--- src/rtl/vga_timing_pkg.sv ---
// Shared VGA timing constants and the raster coordinate type used by the
// timing generator, color_mapper and the motion blocks.
package vga_timing_pkg;

  localparam int DEF_CLK_DIV   = 2;
  localparam int DEF_H_VISIBLE = 640;
  localparam int DEF_H_FP      = 16;
  localparam int DEF_H_SYNC    = 96;
  localparam int DEF_H_BP      = 48;
  localparam int DEF_V_VISIBLE = 480;
  localparam int DEF_V_FP      = 10;
  localparam int DEF_V_SYNC    = 2;
  localparam int DEF_V_BP      = 33;

  localparam int H_TOTAL  = DEF_H_VISIBLE + DEF_H_FP + DEF_H_SYNC + DEF_H_BP;
  localparam int V_TOTAL  = DEF_V_VISIBLE + DEF_V_FP + DEF_V_SYNC + DEF_V_BP;
  localparam int HS_START = DEF_H_VISIBLE + DEF_H_FP;
  localparam int HS_END   = HS_START + DEF_H_SYNC;
  localparam int VS_START = DEF_V_VISIBLE + DEF_V_FP;
  localparam int VS_END   = VS_START + DEF_V_SYNC;

  typedef logic [9:0] coord_t;

  function automatic int span_total(int vis, int fp, int sync, int bp);
    return vis + fp + sync + bp;
  endfunction

endpackage

--- src/rtl/vga_timing_gen_if.sv ---
// Raster timing bundle: the generator (master) presents coordinates and
// syncs; color_mapper and the DAC side (slave) consume them.
interface vga_timing_gen_if;
  import vga_timing_pkg::*;

  // No handshake: every signal is valid on every Clk; pixel_ce marks the
  // single Clk per pixel in which the raster advances.
  logic   pixel_clk;
  logic   pixel_ce;
  coord_t DrawX;
  coord_t DrawY;
  logic   hs;
  logic   vs;
  logic   blank;
  logic   sync;
  logic   frame_start;

  modport master (
    output pixel_clk, pixel_ce, DrawX, DrawY, hs, vs, blank, sync, frame_start
  );

  modport slave (
    input pixel_clk, pixel_ce, DrawX, DrawY, hs, vs, blank, sync, frame_start
  );

endinterface

--- src/rtl/vga_pixel_div.sv ---
// Divides Clk by CLK_DIV into a one-Clk pixel enable and a registered
// pixel clock that is high for the upper half of each divider period.
module vga_pixel_div #(
  parameter int CLK_DIV = 2
) (
  input  logic Clk,
  input  logic Reset,
  output logic o_pixel_ce,
  output logic o_pixel_clk
);

  localparam int DW = $clog2(CLK_DIV);
  localparam logic [DW-1:0] DIV_LAST = DW'(CLK_DIV - 1);
  localparam logic [DW-1:0] DIV_HALF = DW'(CLK_DIV / 2);

  logic [DW-1:0] r_div;

  always_ff @(posedge Clk) begin
    if (Reset) begin
      r_div       <= '0;
      o_pixel_ce  <= 1'b0;
      o_pixel_clk <= 1'b0;
    end else begin
      r_div       <= (r_div == DIV_LAST) ? '0 : r_div + 1'b1;
      o_pixel_ce  <= (r_div == DIV_LAST);
      o_pixel_clk <= (r_div >= DIV_HALF);
    end
  end

endmodule

--- src/rtl/vga_timing_gen.sv ---
// VGA raster timing: horizontal/vertical counters advanced on pixel_ce and a
// registered decode of coordinates, syncs, blank and the frame-start tick.
module vga_timing_gen
  import vga_timing_pkg::*;
#(
  parameter int CLK_DIV   = DEF_CLK_DIV,
  parameter int H_VISIBLE = DEF_H_VISIBLE,
  parameter int H_FP      = DEF_H_FP,
  parameter int H_SYNC    = DEF_H_SYNC,
  parameter int H_BP      = DEF_H_BP,
  parameter int V_VISIBLE = DEF_V_VISIBLE,
  parameter int V_FP      = DEF_V_FP,
  parameter int V_SYNC    = DEF_V_SYNC,
  parameter int V_BP      = DEF_V_BP
) (
  input  logic             Clk,
  input  logic             Reset,
  vga_timing_gen_if.master vga
);

  localparam int H_TOT = span_total(H_VISIBLE, H_FP, H_SYNC, H_BP);
  localparam int V_TOT = span_total(V_VISIBLE, V_FP, V_SYNC, V_BP);

  localparam coord_t H_LAST = coord_t'(H_TOT - 1);
  localparam coord_t V_LAST = coord_t'(V_TOT - 1);
  localparam coord_t H_VIS  = coord_t'(H_VISIBLE);
  localparam coord_t V_VIS  = coord_t'(V_VISIBLE);
  localparam coord_t HS_S   = coord_t'(H_VISIBLE + H_FP);
  localparam coord_t HS_E   = coord_t'(H_VISIBLE + H_FP + H_SYNC);
  localparam coord_t VS_S   = coord_t'(V_VISIBLE + V_FP);
  localparam coord_t VS_E   = coord_t'(V_VISIBLE + V_FP + V_SYNC);

  logic   w_pixel_ce;
  logic   w_pixel_clk;
  logic   w_h_last;
  logic   w_v_last;
  coord_t r_hc;
  coord_t r_vc;
  coord_t r_draw_x;
  coord_t r_draw_y;
  logic   r_hs;
  logic   r_vs;
  logic   r_blank;
  logic   r_frame_start;

  vga_pixel_div #(
    .CLK_DIV (CLK_DIV)
  ) u_pixel_div (
    .Clk         (Clk),
    .Reset       (Reset),
    .o_pixel_ce  (w_pixel_ce),
    .o_pixel_clk (w_pixel_clk)
  );

  assign w_h_last = (r_hc == H_LAST);
  assign w_v_last = (r_vc == V_LAST);

  always_ff @(posedge Clk) begin
    if (Reset) begin
      r_hc <= '0;
      r_vc <= '0;
    end else if (w_pixel_ce) begin
      if (w_h_last) begin
        r_hc <= '0;
        r_vc <= w_v_last ? '0 : r_vc + 1'b1;
      end else begin
        r_hc <= r_hc + 1'b1;
      end
    end
  end

  // Decode from the pre-advance counters so all outputs move together,
  // one Clk behind hc/vc.
  always_ff @(posedge Clk) begin
    if (Reset) begin
      r_draw_x      <= '0;
      r_draw_y      <= '0;
      r_hs          <= 1'b1;
      r_vs          <= 1'b1;
      r_blank       <= 1'b0;
      r_frame_start <= 1'b0;
    end else begin
      r_draw_x      <= r_hc;
      r_draw_y      <= r_vc;
      r_hs          <= ~((r_hc >= HS_S) && (r_hc < HS_E));
      r_vs          <= ~((r_vc >= VS_S) && (r_vc < VS_E));
      r_blank       <= (r_hc < H_VIS) && (r_vc < V_VIS);
      r_frame_start <= w_pixel_ce && w_h_last && w_v_last;
    end
  end

  assign vga.pixel_clk   = w_pixel_clk;
  assign vga.pixel_ce    = w_pixel_ce;
  assign vga.DrawX       = r_draw_x;
  assign vga.DrawY       = r_draw_y;
  assign vga.hs          = r_hs;
  assign vga.vs          = r_vs;
  assign vga.blank       = r_blank;
  assign vga.sync        = 1'b0;
  assign vga.frame_start = r_frame_start;

endmodule

--- src/flat_wrapper.sv ---
// flat-port wrapper written by rule: the top's interface ports become plain ports
module vga_timing_gen_flat import vga_timing_pkg::*;
#(
  parameter int CLK_DIV   = DEF_CLK_DIV,
  parameter int H_VISIBLE = DEF_H_VISIBLE,
  parameter int H_FP      = DEF_H_FP,
  parameter int H_SYNC    = DEF_H_SYNC,
  parameter int H_BP      = DEF_H_BP,
  parameter int V_VISIBLE = DEF_V_VISIBLE,
  parameter int V_FP      = DEF_V_FP,
  parameter int V_SYNC    = DEF_V_SYNC,
  parameter int V_BP      = DEF_V_BP
)
  (Clk, Reset, vga_pixel_clk, vga_pixel_ce, vga_DrawX, vga_DrawY, vga_hs, vga_vs, vga_blank, vga_sync, vga_frame_start);
  vga_timing_gen_if vga_i ();
  input  logic Clk;
  input  logic Reset;
  output wire logic [$bits(vga_i.pixel_clk)-1:0] vga_pixel_clk;
  output wire logic [$bits(vga_i.pixel_ce)-1:0] vga_pixel_ce;
  output wire logic [$bits(vga_i.DrawX)-1:0] vga_DrawX;
  output wire logic [$bits(vga_i.DrawY)-1:0] vga_DrawY;
  output wire logic [$bits(vga_i.hs)-1:0] vga_hs;
  output wire logic [$bits(vga_i.vs)-1:0] vga_vs;
  output wire logic [$bits(vga_i.blank)-1:0] vga_blank;
  output wire logic [$bits(vga_i.sync)-1:0] vga_sync;
  output wire logic [$bits(vga_i.frame_start)-1:0] vga_frame_start;
  assign vga_pixel_clk = vga_i.pixel_clk;
  assign vga_pixel_ce = vga_i.pixel_ce;
  assign vga_DrawX = vga_i.DrawX;
  assign vga_DrawY = vga_i.DrawY;
  assign vga_hs = vga_i.hs;
  assign vga_vs = vga_i.vs;
  assign vga_blank = vga_i.blank;
  assign vga_sync = vga_i.sync;
  assign vga_frame_start = vga_i.frame_start;
  vga_timing_gen #(.CLK_DIV(CLK_DIV), .H_VISIBLE(H_VISIBLE), .H_FP(H_FP), .H_SYNC(H_SYNC), .H_BP(H_BP), .V_VISIBLE(V_VISIBLE), .V_FP(V_FP), .V_SYNC(V_SYNC), .V_BP(V_BP)) u_core (.Clk(Clk), .Reset(Reset), .vga(vga_i));
endmodule
--- config.mk ---
export PLATFORM = sky130hd
export DESIGN_NAME = vga_timing_gen_flat
export DESIGN_NICKNAME = d
export VERILOG_FILES = /design/src/rtl/vga_timing_pkg.sv /design/src/rtl/vga_timing_gen_if.sv /design/src/rtl/vga_pixel_div.sv /design/src/rtl/vga_timing_gen.sv /design/src/flat_wrapper.sv
export SDC_FILE = /design/constraint.sdc
export NUM_CORES = 1
export LEC_CHECK = 0
export ABC_AREA = 1
export CAP_MARGIN = 20
export CORE_UTILIZATION = 59
export CTS_BUF_LIST = sky130_fd_sc_hd__clkbuf_2 sky130_fd_sc_hd__clkbuf_4 sky130_fd_sc_hd__clkbuf_8
export DETAILED_ROUTE_END_ITERATION = 7
export PLACE_DENSITY = 0.86
export SYNTH_ARGS = -nofsm -noshare
export SYNTH_HDL_FRONTEND = slang
export SYNTH_SLANG_ARGS = --single-unit
--- constraint.sdc ---
create_clock -name Clk -period 2.6 [get_ports Clk]
set_input_delay 0.39 -clock Clk [delete_from_list [all_inputs] [get_ports Clk]]
set_output_delay 0.39 -clock Clk [all_outputs]
set_load 0.01 [all_outputs]
==> results of run 1 <==
[worst register-to-register path, cell delays in order, from the launching register on]
cell	delay, ps
dfxtp_1	390
ha_1	200
nand2_2	100
nor2_2	150
nand4_2	320
o21ai_1	360
a21oi_1	80
[power groups by stage]
stage	registers, mW	clock network (mW)	logic [mW]
2_1_floorplan	0.730	0	0.0205
3_3_place_gp	0.729	0	0.0311
3_5_place_dp	0.729	0	0.0320
4_1_cts	0.714	0.439	0.0320
5_1_grt	0.715	0.463	0.0350
6_report	0.713	0.433	0.0317
[final timing paths]
kind / start / end / slack (ps) / depth (start not counted)
worst max-delay path: u_core.u_pixel_div.o_pixel_ce / vga_pixel_clk / 740 / 1
worst min-delay path: u_core.u_pixel_div.r_div / u_core.u_pixel_div.r_div / 420 / 1
worst max register to register: u_core.r_hc[0] / u_core.r_vc[0] / 900 / 6
worst min register to register: u_core.u_pixel_div.r_div / u_core.u_pixel_div.r_div / 420 / 1
[per-stage QoR]
step                      hold WS (ps)  worst slack (ps)   util
after floorplan                    393              1240      -
after global placement             400              1020  0.715
after detailed placement           406               930  0.715
after CTS                          423               738  0.743
after global routing               434               670  0.743
final                              422               744  0.743
[routing by layer]
metal / up-vias / share of wire / routed length [µm]
li1: 812 / - / -
met1: 688 / 0.45 / 1640
met2: 69 / 0.46 / 1650
met3: 9 / 0.076 / 276
met4: 0 / 0.016 / 58
met5: - / 0 / 0
[kinds of logic (layout without fill, tap and decap cells)]
logic type,after synthesis,after routing,share of synthesized area
simple gates,117,117,0.294
flops,46,46,0.490
buf+inv,44,71,0.0939
compound gates,24,24,0.0673
fa+ha+maj,5,5,0.0333
xor+xnor,4,4,0.0187
other cells,1,1,0.00200
[layout make-up]
type / instances / area [µm²]
clock buffer: 7 / 52.6
clock inverter: 1 / 30.0
fill: 240 / 779
inverter: 35 / 131
multi-input combinational: 151 / 781
sequential: 46 / 921
tap: 44 / 55.1
timing repair buffer: 28 / 278
[cells in the final DEF (no fill, tap or decap), drive strengths merged]
cell type      count
dfxtp             46
nor2              44
nand2             40
inv               35
clkdlybuf4s50     27
nand3             17
a21oi             14
o21ai              8
clkbuf             7
nor3               7
nand4              6
ha                 5
xor2               4
nor4               2
nor3b              1
o2111ai            1
o211ai             1
conb               1
bufinv             1
buf                1
[flip-flops by register name, indices dropped and copies added, names as in the netlist]
register / count
u_core.vga.DrawY: 10
u_core.u_pixel_div.r_div: 1
u_core.vga.DrawX: 10
u_core.vga.blank: 1
u_core.vga.hs: 1
u_core.r_hc: 10
u_core.u_pixel_div.o_pixel_ce: 1
u_core.r_vc: 10
u_core.vga.vs: 1
u_core.vga.frame_start: 1
==> results.md, run 1 <==
- Status: finished, final reports clean
- Htree depth: 2
- Met3 Resource Use GR: 0.0462
- Synth Instances: 241
- Sw Pwr: 0.233 mW
- Slowest CP cell: clkdlybuf4s50_1
- WL final: 3630 µm
- Clock-pin slew on the worst setup and hold paths: 120 ps
- Leakage: 0.862 nW
- Syn avg cell area: 7.79 µm²
- Placed Area: 0.00217 mm²
- Ys async rst share: 0
- Worst vdd ir: 0.000442 V
- Post-synth EDFFs: 0
- GP Congestion: 0.920
- Diodes inserted: 0
- Fin area: 0.00225 mm²
- Most frequent cells after synthesis: 46 x dfxtp_1, 38 x nand2_1, 37 x nor2_1, 34 x inv_1, 16 x nand3_1
- Vias in the first global route: 1331
- Routed len/inst: 11.6 µm
- Sequential cell area fraction in the yosys report: 0.490
- Hold buffer count at cts: 0
- Overall Power: 1.18 mW
- Skew final: 13.3 ps
- Die Wd: 58.4 µm
- Row Count: 20
- Final period util: 0.714
- Post-Syn Area: 0.00188 mm²
- Remaining DRCs: 0
- CP arrival: 1470 ps
- Initial antenna violation count: 0
- Req. time, crit path: 2210 ps
- Final std cells w/o fill: 312
- First-pass GRT wire length: 5990 µm
- DRT Pass-1 Iters: 4
- Post-CTS Resized: 0
- Final Max Tran Viols: 0
- Worst Path Class, Setup: register to output pin
- Die area: 0.00341 mm²
- Post-synth top flop: dfxtp_1
- Fin nets: 274
- Area Growth Syn to Fin: 19.7%
- Synth cell types: 27
- Placed cells: 304
- Post-DRT Antenna Nets: 0
- Cell Pwr Density: 524 mW/mm²
- Cell Int Power: 0.945 mW
- Worst stage delay on the critical path: 600 ps
- CP Buf/Inv Count: 1
- Root buf cell: clkbuf_4
- Worst setup EP type: output pin
- IO Pins: 29
- Max Cap Viol: 0
- Tmin final: 1860 ps
- Starting Density: 0.620
- Ys Warns: 0
- Top-count cell post-synth: dfxtp_1
- Area leader, netlist: dfxtp_1
- GRT overflow: 0
- Final count of negative-setup-slack endpoints: 0
- Gate power share: 0.027
- GR Util met1: 0.326
- GR peak layer: met2
- Share of the synthesized area in the top cell type: 0.490
- Met2 GRT Util: 0.358
- Delay-heaviest family, CP: buffers and inverters
- Worst Hold Class: register to register
- Clock latency on the worst-skew pair: 340 ps
- Post-DR vias/cell: 5.06
- Clk network pwr share: 0.368
- Port bufs: 27
- Crit path cell chain: clkdlybuf4s50_1
- Clock Sinks: 46
- Final hold viol count: 0
- Syn_nets: 248
- RSZ-0062 raised after global routing: no
- Vias: 1578
- CTS buffer count: 5
- Setup TNS: 0 ps
- All-Layer GR Usage: 0.234
- CTS max path bufs: 2
- CTS tree: done
- Sequential share of power: 0.606
- Crit path launch type: register
- Crit-path max FO: 8
- Postcts setup bufs: 0
- #FFs+latches synth: 46
- Pin count of the biggest net entering global routing: 35
- DR iter-0 viols: 101
- Die Y: 58.4 µm
- Layout cells sized above 1: 0.0821
- Switching Share: 0.198
- Post-DP HPWL: 2610 µm
- Core area: 0.00303 mm²
- Fmax: 539 MHz
- Synth area leaders: dfxtp_1 49%, nand2_1 7.6%, nor2_1 7.4%
No activity file was read; power rests on OpenSTA's default activity.
==> run 2: changes to the inputs <==
--- a/config.mk
+++ b/config.mk
@@ -7,10 +7,10 @@
 export LEC_CHECK = 0
 export ABC_AREA = 1
 export CAP_MARGIN = 20
-export CORE_UTILIZATION = 59
+export CORE_UTILIZATION = 55
 export CTS_BUF_LIST = sky130_fd_sc_hd__clkbuf_2 sky130_fd_sc_hd__clkbuf_4 sky130_fd_sc_hd__clkbuf_8
 export DETAILED_ROUTE_END_ITERATION = 7
-export PLACE_DENSITY = 0.86
+export PLACE_DENSITY = 0.81
 export SYNTH_ARGS = -nofsm -noshare
 export SYNTH_HDL_FRONTEND = slang
 export SYNTH_SLANG_ARGS = --single-unit
==> constraint.sdc (replaced) <==
create_clock -name Clk -period 1.82 [get_ports Clk]
set_input_delay 0.273 -clock Clk [delete_from_list [all_inputs] [get_ports Clk]]
set_output_delay 0.273 -clock Clk [all_outputs]
set_load 0.01 [all_outputs]
==> run 2 against run 1 <==
Effect of this change:
- register-to-register slack got worse by 680 ps
- global-route usage is 0.43 points lower
- sequential power grew 43%
- clock power rose by 18%
- utilization is 2.9 points lower
- largest cell class unchanged
- setup slack got worse by 610 ps
- critical path type unchanged
- combinational power up 49%
- critical endpoint is now vga_pixel_ce
- sequential share of layout area hardly changed
==> results.md, run 2 (synthesis gave the netlist of run 1 again) <==
- Status: finished, final reports clean
- IO Pins: 29
- Commonest non-fill, non-tap cell in the layout: dfxtp_1
- Htree depth: 2
- Crit-path max FO: 8
- Post-Route Utilization: 0.713
- Row Count: 20
- Core area: 0.00315 mm²
- Final period util: 0.928
- Worst Path Class, Setup: register to output pin
- Most frequent cells in the layout: 45 x dfxtp_1, 38 x nand2_1, 37 x nor2_1
- Setup ws final: 131 ps
- Final Max Tran Viols: 0
- Max Cap Viol: 0
- Fin nets: 275
- Die Y: 60.4 µm
- Worst Hold Class: register to register
- Cell Pwr Density: 702 mW/mm²
- Worst stage delay on the critical path: 580 ps
- Delay-heaviest family, CP: buffers and inverters
- Clock Sinks: 46
- Tmin final: 1690 ps
- Diodes inserted: 0
- CP arrival: 1420 ps
- Layout cells sized above 1: 0.0929
- WL final: 3640 µm
- Post-DR vias/cell: 5.07
- CTS buffer count: 5
- Pin count of the biggest net entering global routing: 26
- Final count of negative-setup-slack endpoints: 0
- Starting Density: 0.596
- Area Growth Syn to Fin: 19.8%
- DR iter-0 viols: 62
- CTS max path bufs: 2
- Crit path launch type: register
- Clock latency on the worst-skew pair: 370 ps
- Worst setup EP type: output pin
- Setup TNS: 0 ps
- Req. time, crit path: 1550 ps
- Vias: 1586
- Slowest CP cell: clkdlybuf4s50_1
- Port bufs: 27
- Skew final: 8.53 ps
- GRT overflow: 0
- Initial antenna violation count: 0
- Worst vdd ir: 0.000592 V
- Fmax: 592 MHz
- First-pass GRT wire length: 6130 µm
- Fillers: 272
- CP Buf/Inv Count: 1
- Crit path cell chain: clkdlybuf4s50_1
- All-Layer GR Usage: 0.230
- Final hold viol count: 0
- Root buf cell: clkbuf_4
- DRT Pass-1 Iters: 4
- Die area: 0.00365 mm²
- Post-DP HPWL: 2630 µm
- CTS tree: done
- Postcts setup bufs: 0
- Vias in the first global route: 1380
- Remaining DRCs: 0
- GP Congestion: 0.872
- RSZ-0062 raised after global routing: no
- Die Wd: 60.4 µm
- Leakage: 0.867 nW
- Routed len/inst: 11.6 µm
- Clock-pin slew on the worst setup and hold paths: 130 ps
- Post-DRT Antenna Nets: 0
- Pre-CTS WS: 135 ps
-- run 2: area by class of cell --
cell class	instances	area, µm²	share of cell area
sequential	46	922	0.410
multi-input combinational	151	793	0.353
inverter	35	131	0.0584
clock inverter	3	25.0	0.0111
tap	44	55.1	0.0245
clock buffer	5	37.5	0.0167
timing repair buffer	29	285	0.127
-- run 2: what timing repair did --
item                       4_1_cts  5_1_grt
resized for setup                0        3
setup endpoints to repair        0        7
hold buffers                     0        0
-- run 2: path summary, 6_finish.rpt --
path                                       from                        to  slack, ps  depth (start not counted)
hold reg to reg        u_core.u_pixel_div.r_div  u_core.u_pixel_div.r_div        420                          1
setup / recovery  u_core.u_pixel_div.o_pixel_ce              vga_pixel_ce        130                          1
setup reg to reg                 u_core.r_hc[0]            u_core.r_vc[7]        220                          7
hold / removal         u_core.u_pixel_div.r_div  u_core.u_pixel_div.r_div        420                          1
-- run 2: routing by layer --
layer  track usage  vias up  part of all wire
met5             0        -                 0
met4        0.0942        0             0.019
met3        0.0618        9             0.078
met2         0.325       59              0.41
met1         0.331      710              0.49
li1              -      808                 -
-- run 2: report_power, final --
group / total (mW) / switching (mW) / internal (mW) / leakage [nW]
registers: 1.02 / 0.00665 / 1.01 / 0.372
logic: 0.0471 / 0.0298 / 0.0173 / 0.464
clock network: 0.511 / 0.353 / 0.158 / 0.0318
-- run 2: through the flow --
stage	hold WS (ps)	instance area, µm²	power [mW]	std cells
floorplan	393	1880	1.07	241
global placement	400	2170	1.09	305
detailed placement	410	2170	1.09	305
CTS	429	2240	1.59	313
global route	452	2250	1.64	313
finish	424	2250	1.58	313
